$ cat config.mk
export PLATFORM = sky130hd
export DESIGN_NAME = sync_fifo_flat
export DESIGN_NICKNAME = d
export VERILOG_FILES = /design/src/rtl/sync_fifo_if.sv /design/src/rtl/sync_fifo.sv /design/src/flat_wrapper.sv
export SDC_FILE = /design/constraint.sdc
export NUM_CORES = 1
export LEC_CHECK = 0
export ABC_AREA = 1
export ABC_CLOCK_PERIOD_IN_PS = 2360
export CAP_MARGIN = 10
export CORE_UTILIZATION = 30
export DETAILED_ROUTE_END_ITERATION = 8
export SLEW_MARGIN = 20
export SYNTH_ARGS = -nofsm -noshare
export SYNTH_HDL_FRONTEND = slang
export SYNTH_SLANG_ARGS = --single-unit
$ cat constraint.sdc
create_clock -name clk -period 2.36 [get_ports clk]
set_input_delay 0.708 -clock clk [delete_from_list [all_inputs] [get_ports clk]]
set_output_delay 0.708 -clock clk [all_outputs]
set_load 0.01 [all_outputs]
$ cat src/rtl/sync_fifo_if.sv
// Handshake bundle between a single-clock FIFO and its user: write side, read side,
// occupancy/threshold status and sticky error flags.
interface sync_fifo_if #(
    parameter int DSIZE = 8,
    parameter int ASIZE = 6
);
    logic             flush;
    logic             wreq;
    logic [DSIZE-1:0] wdata;
    logic             wfull;
    logic             wfull_almst;
    logic             rreq;
    logic [DSIZE-1:0] rdata;
    logic             rdvld;
    logic             repty;
    logic             repty_almst;
    logic [ASIZE:0]   level;
    logic             ovf;
    logic             udf;

    modport master (
        output flush, wreq, wdata, rreq,
        input  wfull, wfull_almst, rdata, rdvld, repty, repty_almst, level, ovf, udf
    );

    modport slave (
        input  flush, wreq, wdata, rreq,
        output wfull, wfull_almst, rdata, rdvld, repty, repty_almst, level, ovf, udf
    );
endinterface

$ cat src/rtl/sync_fifo.sv
// Single-clock FIFO with occupancy count, almost-full/almost-empty thresholds,
// standard or first-word-fall-through reads, synchronous flush and sticky error flags.
module sync_fifo #(
    parameter int DSIZE = 8,
    parameter int ASIZE = 6,
    parameter int ALMST = 12,
    parameter int FWFT  = 0
) (
    input logic        clk,
    input logic        rst_n,
    sync_fifo_if.slave fifo
);
    localparam int             DEPTH     = 2 ** ASIZE;
    localparam logic [ASIZE:0] ONE       = {{ASIZE{1'b0}}, 1'b1};
    localparam logic [ASIZE:0] ALMST_LVL = ALMST[ASIZE:0];
    localparam logic [ASIZE:0] AFULL_LVL = DEPTH[ASIZE:0] - ALMST_LVL;

    logic [DSIZE-1:0] mem [DEPTH];
    logic [ASIZE:0]   wptr, rptr, level_q;
    logic [ASIZE:0]   wptr_nxt, rptr_nxt, level_nxt;
    logic             wfull_q, wfull_almst_q, repty_q, repty_almst_q;
    logic             ovf_q, udf_q;
    logic             wr_en, rd_en;

    // Acceptance uses this cycle's registered flags; flush overrides both requests.
    assign wr_en = fifo.wreq & ~wfull_q & ~fifo.flush;
    assign rd_en = fifo.rreq & ~repty_q & ~fifo.flush;

    always_comb begin
        wptr_nxt  = wptr;
        rptr_nxt  = rptr;
        level_nxt = level_q;
        if (fifo.flush) begin
            wptr_nxt  = '0;
            rptr_nxt  = '0;
            level_nxt = '0;
        end else begin
            if (wr_en) wptr_nxt = wptr + ONE;
            if (rd_en) rptr_nxt = rptr + ONE;
            if (wr_en && !rd_en)      level_nxt = level_q + ONE;
            else if (rd_en && !wr_en) level_nxt = level_q - ONE;
        end
    end

    // Flags are computed from next-state pointers/level so they are exact right after the edge.
    always_ff @(posedge clk or negedge rst_n) begin
        if (!rst_n) begin
            wptr          <= '0;
            rptr          <= '0;
            level_q       <= '0;
            wfull_q       <= 1'b0;
            wfull_almst_q <= 1'b0;
            repty_q       <= 1'b1;
            repty_almst_q <= 1'b1;
            ovf_q         <= 1'b0;
            udf_q         <= 1'b0;
        end else begin
            wptr          <= wptr_nxt;
            rptr          <= rptr_nxt;
            level_q       <= level_nxt;
            wfull_q       <= (wptr_nxt[ASIZE] != rptr_nxt[ASIZE]) &&
                             (wptr_nxt[ASIZE-1:0] == rptr_nxt[ASIZE-1:0]);
            repty_q       <= (wptr_nxt == rptr_nxt);
            wfull_almst_q <= (level_nxt >= AFULL_LVL);
            repty_almst_q <= (level_nxt <= ALMST_LVL);
            if (fifo.flush) begin
                ovf_q <= 1'b0;
                udf_q <= 1'b0;
            end else begin
                if (fifo.wreq && wfull_q) ovf_q <= 1'b1;
                if (fifo.rreq && repty_q) udf_q <= 1'b1;
            end
        end
    end

    always_ff @(posedge clk) begin
        if (wr_en) mem[wptr[ASIZE-1:0]] <= fifo.wdata;
    end

    generate
        if (FWFT == 0) begin : g_std_read
            logic [DSIZE-1:0] rdata_q;
            logic             rdvld_q;

            always_ff @(posedge clk or negedge rst_n) begin
                if (!rst_n) begin
                    rdata_q <= '0;
                    rdvld_q <= 1'b0;
                end else begin
                    rdvld_q <= rd_en;
                    if (rd_en) rdata_q <= mem[rptr[ASIZE-1:0]];
                end
            end

            assign fifo.rdata = rdata_q;
            assign fifo.rdvld = rdvld_q;
        end else begin : g_fwft_read
            // Head word is always presented; the memory write lands on the same edge repty falls.
            assign fifo.rdata = mem[rptr[ASIZE-1:0]];
            assign fifo.rdvld = ~repty_q;
        end
    endgenerate

    assign fifo.wfull       = wfull_q;
    assign fifo.wfull_almst = wfull_almst_q;
    assign fifo.repty       = repty_q;
    assign fifo.repty_almst = repty_almst_q;
    assign fifo.level       = level_q;
    assign fifo.ovf         = ovf_q;
    assign fifo.udf         = udf_q;
endmodule

$ cat src/flat_wrapper.sv
// flat-port wrapper written by rule: the top's interface ports become plain ports
module sync_fifo_flat 
#(
    parameter int DSIZE = 8,
    parameter int ASIZE = 6,
    parameter int ALMST = 12,
    parameter int FWFT  = 0
)
  (clk, rst_n, fifo_flush, fifo_wreq, fifo_wdata, fifo_rreq, fifo_wfull, fifo_wfull_almst, fifo_rdata, fifo_rdvld, fifo_repty, fifo_repty_almst, fifo_level, fifo_ovf, fifo_udf);
  sync_fifo_if #(.DSIZE(DSIZE), .ASIZE(ASIZE)) fifo_i ();
  input logic clk;
  input logic rst_n;
  input wire logic [$bits(fifo_i.flush)-1:0] fifo_flush;
  input wire logic [$bits(fifo_i.wreq)-1:0] fifo_wreq;
  input wire logic [$bits(fifo_i.wdata)-1:0] fifo_wdata;
  input wire logic [$bits(fifo_i.rreq)-1:0] fifo_rreq;
  output wire logic [$bits(fifo_i.wfull)-1:0] fifo_wfull;
  output wire logic [$bits(fifo_i.wfull_almst)-1:0] fifo_wfull_almst;
  output wire logic [$bits(fifo_i.rdata)-1:0] fifo_rdata;
  output wire logic [$bits(fifo_i.rdvld)-1:0] fifo_rdvld;
  output wire logic [$bits(fifo_i.repty)-1:0] fifo_repty;
  output wire logic [$bits(fifo_i.repty_almst)-1:0] fifo_repty_almst;
  output wire logic [$bits(fifo_i.level)-1:0] fifo_level;
  output wire logic [$bits(fifo_i.ovf)-1:0] fifo_ovf;
  output wire logic [$bits(fifo_i.udf)-1:0] fifo_udf;
  assign fifo_i.flush = fifo_flush;
  assign fifo_i.wreq = fifo_wreq;
  assign fifo_i.wdata = fifo_wdata;
  assign fifo_i.rreq = fifo_rreq;
  assign fifo_wfull = fifo_i.wfull;
  assign fifo_wfull_almst = fifo_i.wfull_almst;
  assign fifo_rdata = fifo_i.rdata;
  assign fifo_rdvld = fifo_i.rdvld;
  assign fifo_repty = fifo_i.repty;
  assign fifo_repty_almst = fifo_i.repty_almst;
  assign fifo_level = fifo_i.level;
  assign fifo_ovf = fifo_i.ovf;
  assign fifo_udf = fifo_i.udf;
  sync_fifo #(.DSIZE(DSIZE), .ASIZE(ASIZE), .ALMST(ALMST), .FWFT(FWFT)) u_core (.clk(clk), .rst_n(rst_n), .fifo(fifo_i));
endmodule
# After elaboration in Yosys (flattened, before gate mapping)
# Memory sizes are Yosys's and may differ from the RTL's. A register that Yosys moved wholly into a read port is not among the register bits.
# Index checks and enable logic that the tools add are counted.
# op_classes
bitwise	7
mux	13
add_sub_neg	4
n_lt_le_gt_ge	2
n_reduce_logical	10
eq_ne	3
# ops
operator	n
$mux 7	7
$add 7x1->7 const B	3
$eq 7x7->1	1
$ge 7x6->1 const B	1
$le 7x4->1 const B	1
$sub 7x1->7 const B	1
$eq 6x6->1	1
$mux 1	6
$logic_and 1x1->1	5
$and 1x1->1	4
$reduce_bool 2->1	2
$logic_not 1->1	3
$not 1->1	3
$ne 1x1->1	1
# totals
mem_bits_rw	512
memories	1
reg_bits	28
inputBits	13
# memory_table
memory	depth	word_bits	read_ports	rd_clocked_by_memory_dff	write_ports	line	text
u_core.mem	64	8	1	1	1	sync_fifo.sv:18	logic [DSIZE-1:0] mem [DEPTH];

# Longest topological paths before layout
# Gate-level depths: netlist (run 1).
# logic_depth
depth_word	9
ltp_mapped	13
mapped_depth_nobuf	13

# Worst setup path before layout (run 1)
# No wires, ideal clock.
# synth_timing
path_kind	input to register
start	input fifo_flush
end	memory u_core.mem[15][0], enable pin
cell_stages	5
setup_slack_ns	0.278
setup_time_ns	0.383
required_time_ns	1.977
n_path_buf	0
arrival_time_ns	1.699
path_cell_list	inv_2 nand2_1 nor2_4 nand3_1 nor3_1
# synth_via
elab_chain_cells	4
# synth_lines
element	line	text
start: declaration	flat_wrapper.sv:13	input wire logic [$bits(fifo_i.flush)-1:0] fifo_flush;
$not 1->1	sync_fifo.sv:26	assign wr_en = fifo.wreq & ~wfull_q & ~fifo.flush;
$and 1x1->1	sync_fifo.sv:26	
$mux 1	sync_fifo.sv:77	if (wr_en) mem[wptr[ASIZE-1:0]] <= fifo.wdata;
$mux 1 (implied by the code)	sync_fifo.sv:77	
end: declaration	sync_fifo.sv:18	
# No other way between the ends.

# Final worst setup path (run 1)
# layout_timing
start	register u_core.wfull_q (netlist: u_core.fifo.wfull)
end	output fifo_wfull
# layout_rtl
element	line	text
start: declaration	sync_fifo.sv:21	logic wfull_q, wfull_almst_q, repty_q, repty_almst_q;
start signal: assignment	sync_fifo.sv:61	wfull_q <= (wptr_nxt[ASIZE] != rptr_nxt[ASIZE]) &&
end: declaration	flat_wrapper.sv:17	output wire logic [$bits(fifo_i.wfull)-1:0] fifo_wfull;
# No word-level cell between the ends.

==> impl_results.md, run 1 <==
* GPL Wtd Cong at 0.845
* Area delta synth->final at 18.4%
* Largest net degree at the start of global routing at 99
* Most common cell after layout, fill and taps aside: nand2_1
* Critical setup path kind: flop to primary output
* Combinational share of power at 12.5%
* EDFF count, synth at 512
* Syn avg cell area at 11.0 um2
* Worst setup SP type: flop
* Worst min path class: flop to flop
* Drt pass-1 iters at 6
* Residual DRC count at 0
* Pwr Total at 21.7 mW
* CORE AREA at 74800 um2
* Sw frac at 25.6%
* Sequential area share after synthesis at 71.5%
* Core Rows at 100
* Vias per cell at 4.91
* Initial antenna violation count at 1
* CP delay by family, top: buffers and inverters
* GR Overflow Total at 0
* Vert. Die Dim at 278 um
* PwrDens at 806 nW/um2
* Sequential power share at 50.0%
* Yosys cell types at 31
* Synth Register Bits at 548
* Clk sinks at 548
* Antenna viol nets, final at 0
* CP required at 1650 ps
* Sequential cell area at 16300 um2
* Final nets at 2215
* Layout fillers at 7286
* Commonest cells after routing, fill and taps aside: nand2_1 (805), edfxtp_1 (512), nand3_1 (349), buf_4 (116), nor2_1 (95)
* Vias in the first global route at 15.3k
* N_diodes at 0
* Outcome: finished clean
* RSZ-0062 raised after global routing: false
* Die W at 278 um
* Min cycle time layout at 2320 ps
* Share of cells above drive strength 1 at 11.6%
* LEAKAGE at 10.3 nW
* Crit path largest cell delay at 560 ps
* First-pass GRT wire length at 92.3 mm
* CTS clk-pin slew, worst paths at 60 ps
* CTS tree: done
* Worst Path Buf+Inv at 1
* Crit end category: primary output
* Slowest cell on crit path: clkdlybuf4s50_1
* CTS HTree Levels at 2
* Max-cap viol count at 0
* Final period util at 98.2%
* Clk_skew at 21.7 ps
* Starting density of the core at 30.4%
* Critical Path AT at 1610 ps
* Area of the multi-input gates at 5790 um2
* Peak VDD IR at 0.644 mV
* Post-DP Area at 25300 um2
* Drt total wl at 61.2 mm
* Final Slew Violations at 0
* Final setup vio count at 0
* I/O Pins at 35
* Synthesized cell area at 22800 um2
* Worst rel slew slack at 57.5%
* Total GRT Usage at 15.7%
* Post-synth top flop: edfxtp_1
* Worst slew pin tran at 638 ps
* Hold Vio Cnt, Final at 0
* Clock Tree Root: clkbuf_16
* DIE AREA at 77000 um2
* PortBufs at 34
* CTS Buf Count at 54
* WL/cell at 19.1 um
* Worst-Skew Late Latency at 620 ps
* CP Max Fanout at 3
* NetSw at 5.55 mW
* Fmax at 432 MHz
* Post-synth ARST share at 6.57%
* Critical path, cell by cell: clkdlybuf4s50_1
* Overall via count from detail_route at 15.7k
* Clock Power Share at 37.5%
* Initial drt markers at 1334
* Internal power at 16.2 mW
* Synthesized instance count at 2069
* Ys Warns at 0
* Design Area, Final at 27000 um2
* Post-synth net total at 2086
* Detail Placement HPWL at 38.3 mm
* Clock Path Buffers at 3
## cells in the mapped netlist, drive strengths merged, types with 2 or more instances
cell / number / share of area [%]
dfrtp: 34 / 3.7
edfxtp: 512 / 68
clkbuf: 23 / 0.38
dfstp: 2 / 0.23
o21ai: 8 / 0.18
o21bai: 2 / 0.082
xor2: 5 / 0.19
ha: 4 / 0.22
nand4: 8 / 0.22
nand2: 808 / 13
or2: 2 / 0.055
a21oi: 68 / 1.5
nor2: 101 / 1.8
inv: 50 / 0.82
nand3: 351 / 7.8
buf: 87 / 1.9
## layout make-up
class | instances | area share [%]
clock buffer | 74 | 5.41
tap | 969 | 4.50
timing repair buffer | 183 | 6.71
clock inverter | 23 | 0.733
inverter | 51 | 0.729
sequential | 548 | 60.4
multi-input combinational | 1360 | 21.5
## worst min-delay path: cells and delay by family, from the launching register on
| family | cells | cell delay (ps) |
|---|---|---|
| simple gates | 2 | 110 |
| flops | 1 | 350 |
## power by group through the flow
stage                     combinational, mW  clock, mW  sequential, mW
after floorplan                        1.49          0            11.0
after global placement                 2.68          0            11.1
after detailed placement               2.71          0            11.1
after CTS                              2.71       8.29            10.9
after global routing                   2.99       8.63            10.9
final                                  2.71       8.14            10.9
## stage by stage
step / setup TNS [ps] / instances / util [%] / worst slack (ps) / hold WS, ps
2_1_floorplan: 0 / 2069 / - / 278 / 412
3_3_place_gp: -101860 / 3106 / 33.8 / -283 / 482
3_5_place_dp: -108520 / 3106 / 33.8 / -285 / 483
4_1_cts: 0 / 3206 / 36.0 / 7.68 / 503
5_1_grt: 0 / 3208 / 36.0 / 10.0 / 540
6_report: 0 / 3208 / 36.0 / 43.2 / 498
## kinds of logic after synthesis
kind of cell	share of synthesized area, %
flops	71.5
xor+xnor	0.231
fa+ha+maj	0.220
simple gates	23.2
buf+inv	3.09
compound gates	1.75
## metal layers
layer | vias up | global-route usage [%] | share of wire (%)
met2 | 593 | 25.7 | 47
li1 | 7357 | - | -
met4 | 0 | 5.21 | 3.1
met5 | - | 0 | 0
met3 | 104 | 2.31 | 6.6
met1 | 7695 | 21.4 | 44
## sequential cells by signal, indices dropped and copies added, names as in the netlist
signal                   flops
u_core.mem                 512
u_core.fifo.rdata            8
u_core.fifo.level            7
u_core.rptr                  7
u_core.wptr                  7
u_core.fifo.ovf              1
u_core.fifo.rdvld            1
u_core.fifo.repty            1
u_core.fifo.repty_almst      1
u_core.fifo.udf              1
u_core.fifo.wfull            1
u_core.fifo.wfull_almst      1
## what timing repair did
| action | in CTS | in global routing |
|---|---|---|
| hold endpoints to repair | 1 | 0 |
| gates resized for setup | 14 | 0 |
| setup endpoints to repair | 12 | 2 |
| buffers inserted | 2 | 2 |
| hold buffers | 1 | 0 |
## path summary, 6_finish.rpt
check	start	endpoint	slack, ps	cells past startpoint
max	u_core.fifo.wfull	fifo_wfull	40	1
min	u_core.fifo.rdata[6]	u_core.fifo.rdata[6]	500	2
max reg2reg	u_core.rptr[0]	u_core.fifo.rdata[1]	240	11
min reg2reg	u_core.fifo.rdata[6]	u_core.fifo.rdata[6]	500	2
max in group asynchronous	rst_n	u_core.fifo.repty_almst	1180	3
min in group asynchronous	rst_n	u_core.fifo.rdata[2]	540	2
No activity file was read; power rests on OpenSTA's default activity.
==> inputs of run 2 (changes only) <==
Settings changed: ABC_AREA 1 to unset, CORE_UTILIZATION 30 to 36, SETUP_SLACK_MARGIN set to 0.02.
==> run 2 against run 1 <==
  * The run now ends with DRC left
  * Clock power rose by 2.9%
  * Fmax increased by 1.1%
  * Cell count decreased by 32%
  * Non-clock buffer count increased by 24
  * Flip-flop and latch count did not move
  * Clock skew decreased by 2.2 ps
  * Global-route usage rose by 1.3 points
  * Clock-buffer cell count fell by 6
  * Via count decreased by 28%
  * Critical path depth grew 7
  * Critical path type is now flop to flop
  * Largest power group unchanged
==> impl_results.md, run 2 <==
* Adder-Cell Fraction of Synth Area at 0.230% (was 0.220%)
* Area delta synth->final at 20.2% (was 18.4%)
* Area contributors post-synth: edfxtp_1 (71%), mux4_2 (10%), dfrtp_1 (3.9%), mux2i_1 (3.0%), nor2_1 (1.8%) (was edfxtp_1 (68%), nand2_1 (13%), nand3_1 (7.7%), dfrtp_1 (3.7%), nor2_1 (1.6%))
* Detail Placement HPWL at 32.0 mm (was 38.3 mm)
* Final setup vio count at 0 (unchanged)
* CP delay by family, top: simple AND/OR/NAND/NOR gates (was buffers and inverters)
* Crit end category: flop (was primary output)
* CP required at 2910 ps (was 1650 ps)
* First-pass GRT wire length at 75.9 mm (was 92.3 mm)
* Setup ws final at 69.1 ps (was 43.2 ps)
* DIE AREA at 61400 um2 (was 77000 um2)
* CTS HTree Levels at 2 (unchanged)
* Post-synth ARST share at 6.57% (unchanged)
* Total GRT Usage at 17.0% (was 15.7%)
* Share of cells above drive strength 1 at 29.8% (was 11.6%)
* CTS clk-pin slew, worst paths at 60 ps (about the same)
* Overall via count from detail_route at 11.4k (was 15.7k)
* Worst-Skew Late Latency at 620 ps (about the same)
* WL/cell at 23.6 um (was 19.1 um)
* Synth Area in Compound Gates at 3.47% (was 1.75%)
* Worst Path Buf+Inv at 2 (was 1)
* Yosys cell types at 56 (was 31)
* CORE AREA at 59400 um2 (was 74800 um2)
* Critical path, cell by cell: buf_12, buf_4, mux2i_1, o221ai_2, a21oi_1, or4_1, and3_1, o21ai_1 (was clkdlybuf4s50_1)
* Clock Tree Root: clkbuf_16 (unchanged)
* Critical setup path kind: flop to flop (was flop to primary output)
* Initial drt markers at 1129 (was 1334)
* RSZ-0062 raised after global routing: true (was false)
* Post-synth top flop: edfxtp_1 (unchanged)
* Commonest cells after routing, fill and taps aside: edfxtp_1 (512), buf_4 (147), nor2_1 (104), mux4_2 (101), mux2i_1 (59) (was nand2_1 (805), edfxtp_1 (512), nand3_1 (349), buf_4 (116), nor2_1 (95))
* Max reg flops at 512 (unchanged)
* Sequential area share after synthesis at 74.9% (was 71.5%)
* CP Max Fanout at 17 (was 3)
* Failing checks: DRC
* Peak VDD IR at 0.603 mV (was 0.644 mV)
* Initial antenna violation count at 2 (was 1)
* GPL Wtd Cong at 0.840 (was 0.845)
* Core Rows at 89 (was 100)
* PwrDens at 821 nW/um2 (was 806 nW/um2)
* Origin of the critical flop-to-flop path: u_core.rptr[0] (unchanged)
* Hold Vio Cnt, Final at 0 (unchanged)
* Antenna viol nets, final at 0 (unchanged)
* CTS tree: done (unchanged)
* Non-Filler Instances at 2169 (was 3208)
* Dpl cells at 2063 (was 3106)
* Pre-CTS setup slack at -717 ps (was -285 ps)
* Max-cap viol count at 0 (unchanged)
* Clk_skew at 19.5 ps (was 21.7 ps)
* Drt pass-1 iters at 7 (was 6)
* Syn avg cell area at 18.8 um2 (was 11.0 um2)
* Worst setup SP type: flop (unchanged)
* Vias per cell at 5.26 (was 4.91)
* Top-count cell post-synth: edfxtp_1 (was nand2_1)
* Min cycle time layout at 2290 ps (was 2320 ps)
* Die W at 248 um (was 278 um)
* Outcome: complete, but fails checks (was finished clean)
* Post-synth net total at 1172 (was 2086)
* Leading area contributor after synthesis: edfxtp_1 (unchanged)
* Critical Path AT at 2840 ps (was 1610 ps)
* Drt total wl at 51.3 mm (was 61.2 mm)
* Largest net degree at the start of global routing at 65 (was 99)
* Clk sinks at 548 (unchanged)
* Ys Warns at 0 (unchanged)
* Worst R2R Path Depth at 8 (was 11)
* CTS Buf Count at 55 (was 54)
* Synth Register Bits at 548 (unchanged)
* Xor/xnor share of the synthesized area at 0.995% (was 0.231%)
* Main combinational cell family by area after synthesis: multiplexers (was simple AND/OR/NAND/NOR gates)
* Clock Path Buffers at 3 (unchanged)
* N_diodes at 0 (unchanged)
* Share of the synthesized area in the top cell type at 70.7% (was 67.5%)
* Final nets at 1371 (was 2215)
* Most common cell after layout, fill and taps aside: edfxtp_1 (was nand2_1)
* Worst min path class: primary input to async pin (was flop to flop)
* Area share of and/or/nand/nor cells after synthesis at 5.15% (was 23.2%)
* Internal reg-to-reg setup slack at 70 ps (was 240 ps)
* LEAKAGE at 8.61 nW (was 10.3 nW)
* I/O Pins at 35 (unchanged)
* Top cells by count, synth: edfxtp_1 (512), nor2_1 (104), mux4_2 (101) (was nand2_1 (805), edfxtp_1 (512), nand3_1 (349))
* Mux contribution to synthesized area at 13.5% (was 0%)
* Vias in the first global route at 11.6k (was 15.3k)
* Fmax at 437 MHz (was 432 MHz)
* Reg2reg end: u_core.fifo.rdata[7] (was u_core.fifo.rdata[1])
* Worst slew pin tran at 779 ps (was 638 ps)
* EDFF count, synth at 512 (unchanged)
* Slowest cell on crit path: or4_1 (was clkdlybuf4s50_1)
* Vert. Die Dim at 248 um (was 278 um)
* Residual DRC count at 4 (was 0)
* GR Overflow Total at 0 (unchanged)
* Crit path largest cell delay at 570 ps (was 560 ps)
* Synthesized instance count at 1155 (was 2069)
* PortBufs at 34 (unchanged)
* Starting density of the core at 36.6% (was 30.4%)
* Final period util at 97.1% (was 98.2%)
* Worst rel slew slack at 48.1% (was 57.5%)
* Synthesized cell area at 21700 um2 (was 22800 um2)
* Final Slew Violations at 0 (unchanged)
run 2: cell count changes in the layout (fill, tap and decap cells not counted), sizes merged, moves of 11 or more:
cell,before,now
mux4,0,101
a21oi,68,18
nor2b,0,15
o22ai,0,14
a211oi,0,11
o21ai,8,22
nor3,1,18
buf,157,182
a22oi,0,24
mux2i,0,65
nand2,808,33
inv,51,13
nand3,351,5
run 2: how the worst max path moves through the flow:
stage,startpoint,end,slack (ps),depth (start not counted)
CTS,u_core.rptr[0],u_core.fifo.rdata[1],20,7
finish,u_core.rptr[0],u_core.fifo.rdata[7],70,8
global route,u_core.rptr[0],u_core.fifo.rdata[1],-20,7
global placement,fifo_rreq,u_core.fifo.wfull,-710,9
floorplan,fifo_flush,u_core.fifo.wfull,-40,7
detailed placement,fifo_rreq,u_core.fifo.wfull,-720,8
run 2: per-stage QoR:
stage | power (mW) | cell area, um2 | hold WS, ps | util, % | TNS, ps
after floorplan | 12.2 | 21800 | 412 | - | -51.1
after global placement | 13.2 | 24200 | 529 | 40.7 | -217120
after detailed placement | 13.2 | 24200 | 527 | 40.7 | -214850
after CTS | 21.7 | 26000 | 151 | 43.8 | 0
after global routing | 22.2 | 26100 | 195 | 44.1 | -15.7
final | 21.5 | 26100 | 164 | 44.1 | 0
run 2: cell type report:
cell class	instances	area, um2
tap	773	967
timing repair buffer	207	1900
clock buffer	68	1450
multi-input combinational	532	5230
fill	5091	33200
clock inverter	31	273
sequential	548	16300
inverter	10	37.5
run 2: what timing repair did:
action | CTS | global route
gates resized for setup | 35 | 34
gates cloned | 1 | 0
setup buffers | 5 | 1
pin swaps | 0 | 1
setup endpoints to repair | 22 | 83
hold buffers | 0 | 0
run 2: logic make-up (layout without fill, tap and decap cells):
kind of cell,count (synthesis),in the layout
flip-flops,548,548
AND/OR/NAND/NOR,225,225
adder cells (fa/ha/maj),4,4
XOR/XNOR,23,23
multiplexers,167,167
AO/OA/AOI/OAI,113,113
buffers and inverters,75,316
run 2: worst register-to-register path, delay by kind of cell (launching register included):
family | cells | cell delay (ps)
AO/OA/AOI/OAI | 3 | 420
buffers and inverters | 2 | 380
flip-flops | 1 | 500
multiplexers | 1 | 150
AND/OR/NAND/NOR | 2 | 790
run 2: metal layers:
metal	global-route usage, %	routed length [um]	share of wire [%]
met1	23.4	22100	43
met2	27.6	24900	49
met3	3.25	3200	6.2
met4	4.89	1090	2.1
met5	0	0	0
run 2: power by group:
group	internal [mW]	total (mW)	switching, mW	leakage, nW
clock network	4.78	8.38	3.60	0.843
registers	10.8	10.9	0.165	5.06
logic	1.07	2.17	1.10	2.71
==> inputs of run 3 (changes only) <==
Settings changed: CORE_ASPECT_RATIO set to 2.
==> run 3 against run 2 <==
  * The flow now finishes without violations
  * Non-clock buffer count increased by 51
  * Largest power group unchanged
  * Clock-buffer cell count shrank 15
  * Critical path depth increased by 1
  * First-iteration DRC count shrank 19%
  * Critical endpoint is now u_core.fifo.wfull
  * Register-to-register slack got worse by 60 ps
==> impl_results.md, run 3 (synthesized netlist as in run 2, its figures left out) <==
* Outcome: finished clean (was complete, but fails checks)
* Overall via count from detail_route at 11.6k (was 11.4k)
* Total GRT Usage at 18.1% (was 17.0%)
* Crit path largest cell delay at 420 ps (was 570 ps)
* Largest net degree at the start of global routing at 65 (unchanged)
* Initial drt markers at 917 (was 1129)
* GR Overflow Total at 0 (unchanged)
* Setup TNS at 0 ps (unchanged)
* Pre-CTS setup slack at -630 ps (was -717 ps)
* Worst-Skew Late Latency at 580 ps (was 620 ps)
* Starting density of the core at 36.4% (was 36.6%)
* Reg2reg end: u_core.fifo.wfull (was u_core.fifo.rdata[7])
* Dpl cells at 2094 (was 2063)
* Vert. Die Dim at 350 um (was 248 um)
* Worst setup SP type: primary input (was flop)
* Commonest cells after routing, fill and taps aside: edfxtp_1 (512), buf_4 (193), nor2_1 (103), mux4_2 (101), mux2i_1 (63) (was edfxtp_1 (512), buf_4 (147), nor2_1 (104), mux4_2 (101), mux2i_1 (59))
* CTS Buf Count at 46 (was 55)
* PwrDens at 802 nW/um2 (was 821 nW/um2)
* N_diodes at 0 (unchanged)
* Clk_skew at 12.9 ps (was 19.5 ps)
* Drt pass-1 iters at 5 (was 7)
* CP Max Fanout at 11 (was 17)
* Critical path, cell by cell: clkdlybuf4s50_1, or3b_1, buf_6, buf_6, nor2_4, nand4_1, xor2_1, xor2_1, and4bb_1 (was buf_12, buf_4, mux2i_1, o221ai_2, a21oi_1, or4_1, and3_1, o21ai_1)
* RSZ-0062 raised after global routing: true (unchanged)
* Worst Path Buf+Inv at 3 (was 2)
* Final Slew Violations at 0 (unchanged)
* Worst rel slew slack at 42.6% (was 48.1%)
* Detail Placement HPWL at 36.4 mm (was 32.0 mm)
* Origin of the critical flop-to-flop path: u_core.rptr[1] (was u_core.rptr[0])
* Worst slew pin tran at 861 ps (was 779 ps)
* Antenna viol nets, final at 0 (unchanged)
* GPL Wtd Cong at 0.856 (was 0.840)
* Critical Path AT at 2820 ps (was 2840 ps)
* Drt total wl at 54.7 mm (was 51.3 mm)
* CTS clk-pin slew, worst paths at 70 ps (was 60 ps)
* Vias per cell at 5.25 (was 5.26)
* Min cycle time layout at 2360 ps (was 2290 ps)
* PortBufs at 34 (unchanged)
* Pwr Total at 21.3 mW (was 21.5 mW)
* Slowest cell on crit path: clkdlybuf4s50_1 (was or4_1)
* Worst min path class: primary input to async pin (unchanged)
* Max-cap viol count at 0 (unchanged)
* Area delta synth->final at 22.1% (was 20.2%)
* Max reg flops at 512 (unchanged)
* CTS HTree Levels at 2 (unchanged)
* Fmax at 425 MHz (was 437 MHz)
* Critical setup path kind: primary input to flop (was flop to flop)
* CORE AREA at 59700 um2 (was 59400 um2)
* WHS at 104 ps (was 164 ps)
* Hold Vio Cnt, Final at 0 (unchanged)
* Finished Core Util at 44.4% (was 44.1%)
* DIE AREA at 61500 um2 (was 61400 um2)
* Clock Tree Root: clkbuf_16 (unchanged)
* Vias in the first global route at 12.3k (was 11.6k)
* CP delay by family, top: simple AND/OR/NAND/NOR gates (unchanged)
* Final period util at 99.8% (was 97.1%)
* LEAKAGE at 8.74 nW (was 8.61 nW)
* First-pass GRT wire length at 80.4 mm (was 75.9 mm)
* Setup ws final at 4.77 ps (was 69.1 ps)
* Residual DRC count at 0 (was 4)
* Crit end category: flop (unchanged)
* Sequential cell area at 16300 um2 (about the same)
* Peak VDD IR at 0.613 mV (was 0.603 mV)
* Design Area, Final at 26600 um2 (was 26100 um2)
* CTS tree: done (unchanged)
* Worst R2R Path Depth at 7 (was 8)
* WL/cell at 24.8 um (was 23.6 um)
* Area of the multi-input gates at 5330 um2 (was 5230 um2)
* Initial antenna violation count at 1 (was 2)
* I/O Pins at 35 (unchanged)
* Final nets at 1413 (was 1371)
* Most common cell after layout, fill and taps aside: edfxtp_1 (unchanged)
* Internal reg-to-reg setup slack at 10 ps (was 70 ps)
* Share of cells above drive strength 1 at 33.5% (was 29.8%)
* Layout fillers at 5204 (was 5091)
* Core Rows at 127 (was 89)
* Non-Filler Instances at 2206 (was 2169)
* Die W at 176 um (was 248 um)
* Clk sinks at 548 (unchanged)
* Clock Path Buffers at 3 (unchanged)
* CTS Hold Bufs at 0 (unchanged)
* Post-DP Area at 24300 um2 (was 24200 um2)
* Final setup vio count at 0 (unchanged)
* CP required at 2830 ps (was 2910 ps)
[run 3: cell count changes in the layout (fill, tap and decap cells not counted), moves of 4 or more]
cell	change
a211oi_1	-4
a211oi_2	+4
a21oi_1	-5
a21oi_2	+4
buf_4	+46
clkbuf_1	-5
clkbuf_16	-6
clkdlybuf4s50_1	+11
dlygate4sd2_1	-6
dlymetal6s2s_1	-5
mux2i_1	+4
or4_1	-7
or4_4	+7
[run 3: metal layers]
layer / global-route usage (%) / wire length (um)
met5: 0 / 0
met1: 19.2 / 19100
met3: 1.71 / 1800
met2: 34.7 / 30900
met4: 9.48 / 2940
[run 3: area by class of cell]
type	count	share of cell area (%)
clock inverters	31	1.31
multi-input cells	532	20.1
repair buffers	258	8.98
well taps	774	3.65
inverters	10	0.141
flip-flops and latches	548	61.4
clock buffers	53	4.51
[run 3: worst register-to-register path, stage by stage, from the launching register on]
cell	delay, ps
dfrtp_4	560
buf_4	200
ha_1	290
mux2i_2	200
xnor2_1	140
nand2_1	80
or4_4	530
and4bb_1	290
[run 3: timing repair]
| item | in CTS | in global routing |
|---|---|---|
| pin swaps | 3 | 18 |
| setup endpoints to repair | 22 | 37 |
| cloned | 3 | 2 |
| buffers inserted | 14 | 10 |
| resized for setup | 38 | 45 |
[run 3: worst max-delay path by stage]
| stage | startpoint | endpoint | slack (ps) | cells after the start |
|---|---|---|---|---|
| 2_1_floorplan | fifo_flush | u_core.fifo.wfull | -40 | 7 |
| 3_3_place_gp | fifo_wreq | u_core.fifo.wfull | -610 | 8 |
| 3_5_place_dp | fifo_flush | u_core.fifo.repty_almst | -630 | 9 |
| 4_1_cts | u_core.rptr[0] | u_core.fifo.rdata[7] | -9 | 11 |
| 5_1_grt | fifo_flush | u_core.fifo.wfull | -60 | 9 |
| 6_report | fifo_flush | u_core.fifo.wfull | 5 | 9 |
[run 3: power breakdown]
part | internal, mW | leakage (nW) | switching [mW] | total, mW
Sequential | 10.7 | 5.07 | 0.148 | 10.9
Combinational | 1.31 | 2.92 | 1.17 | 2.48
Clock | 4.44 | 0.755 | 3.48 | 7.91
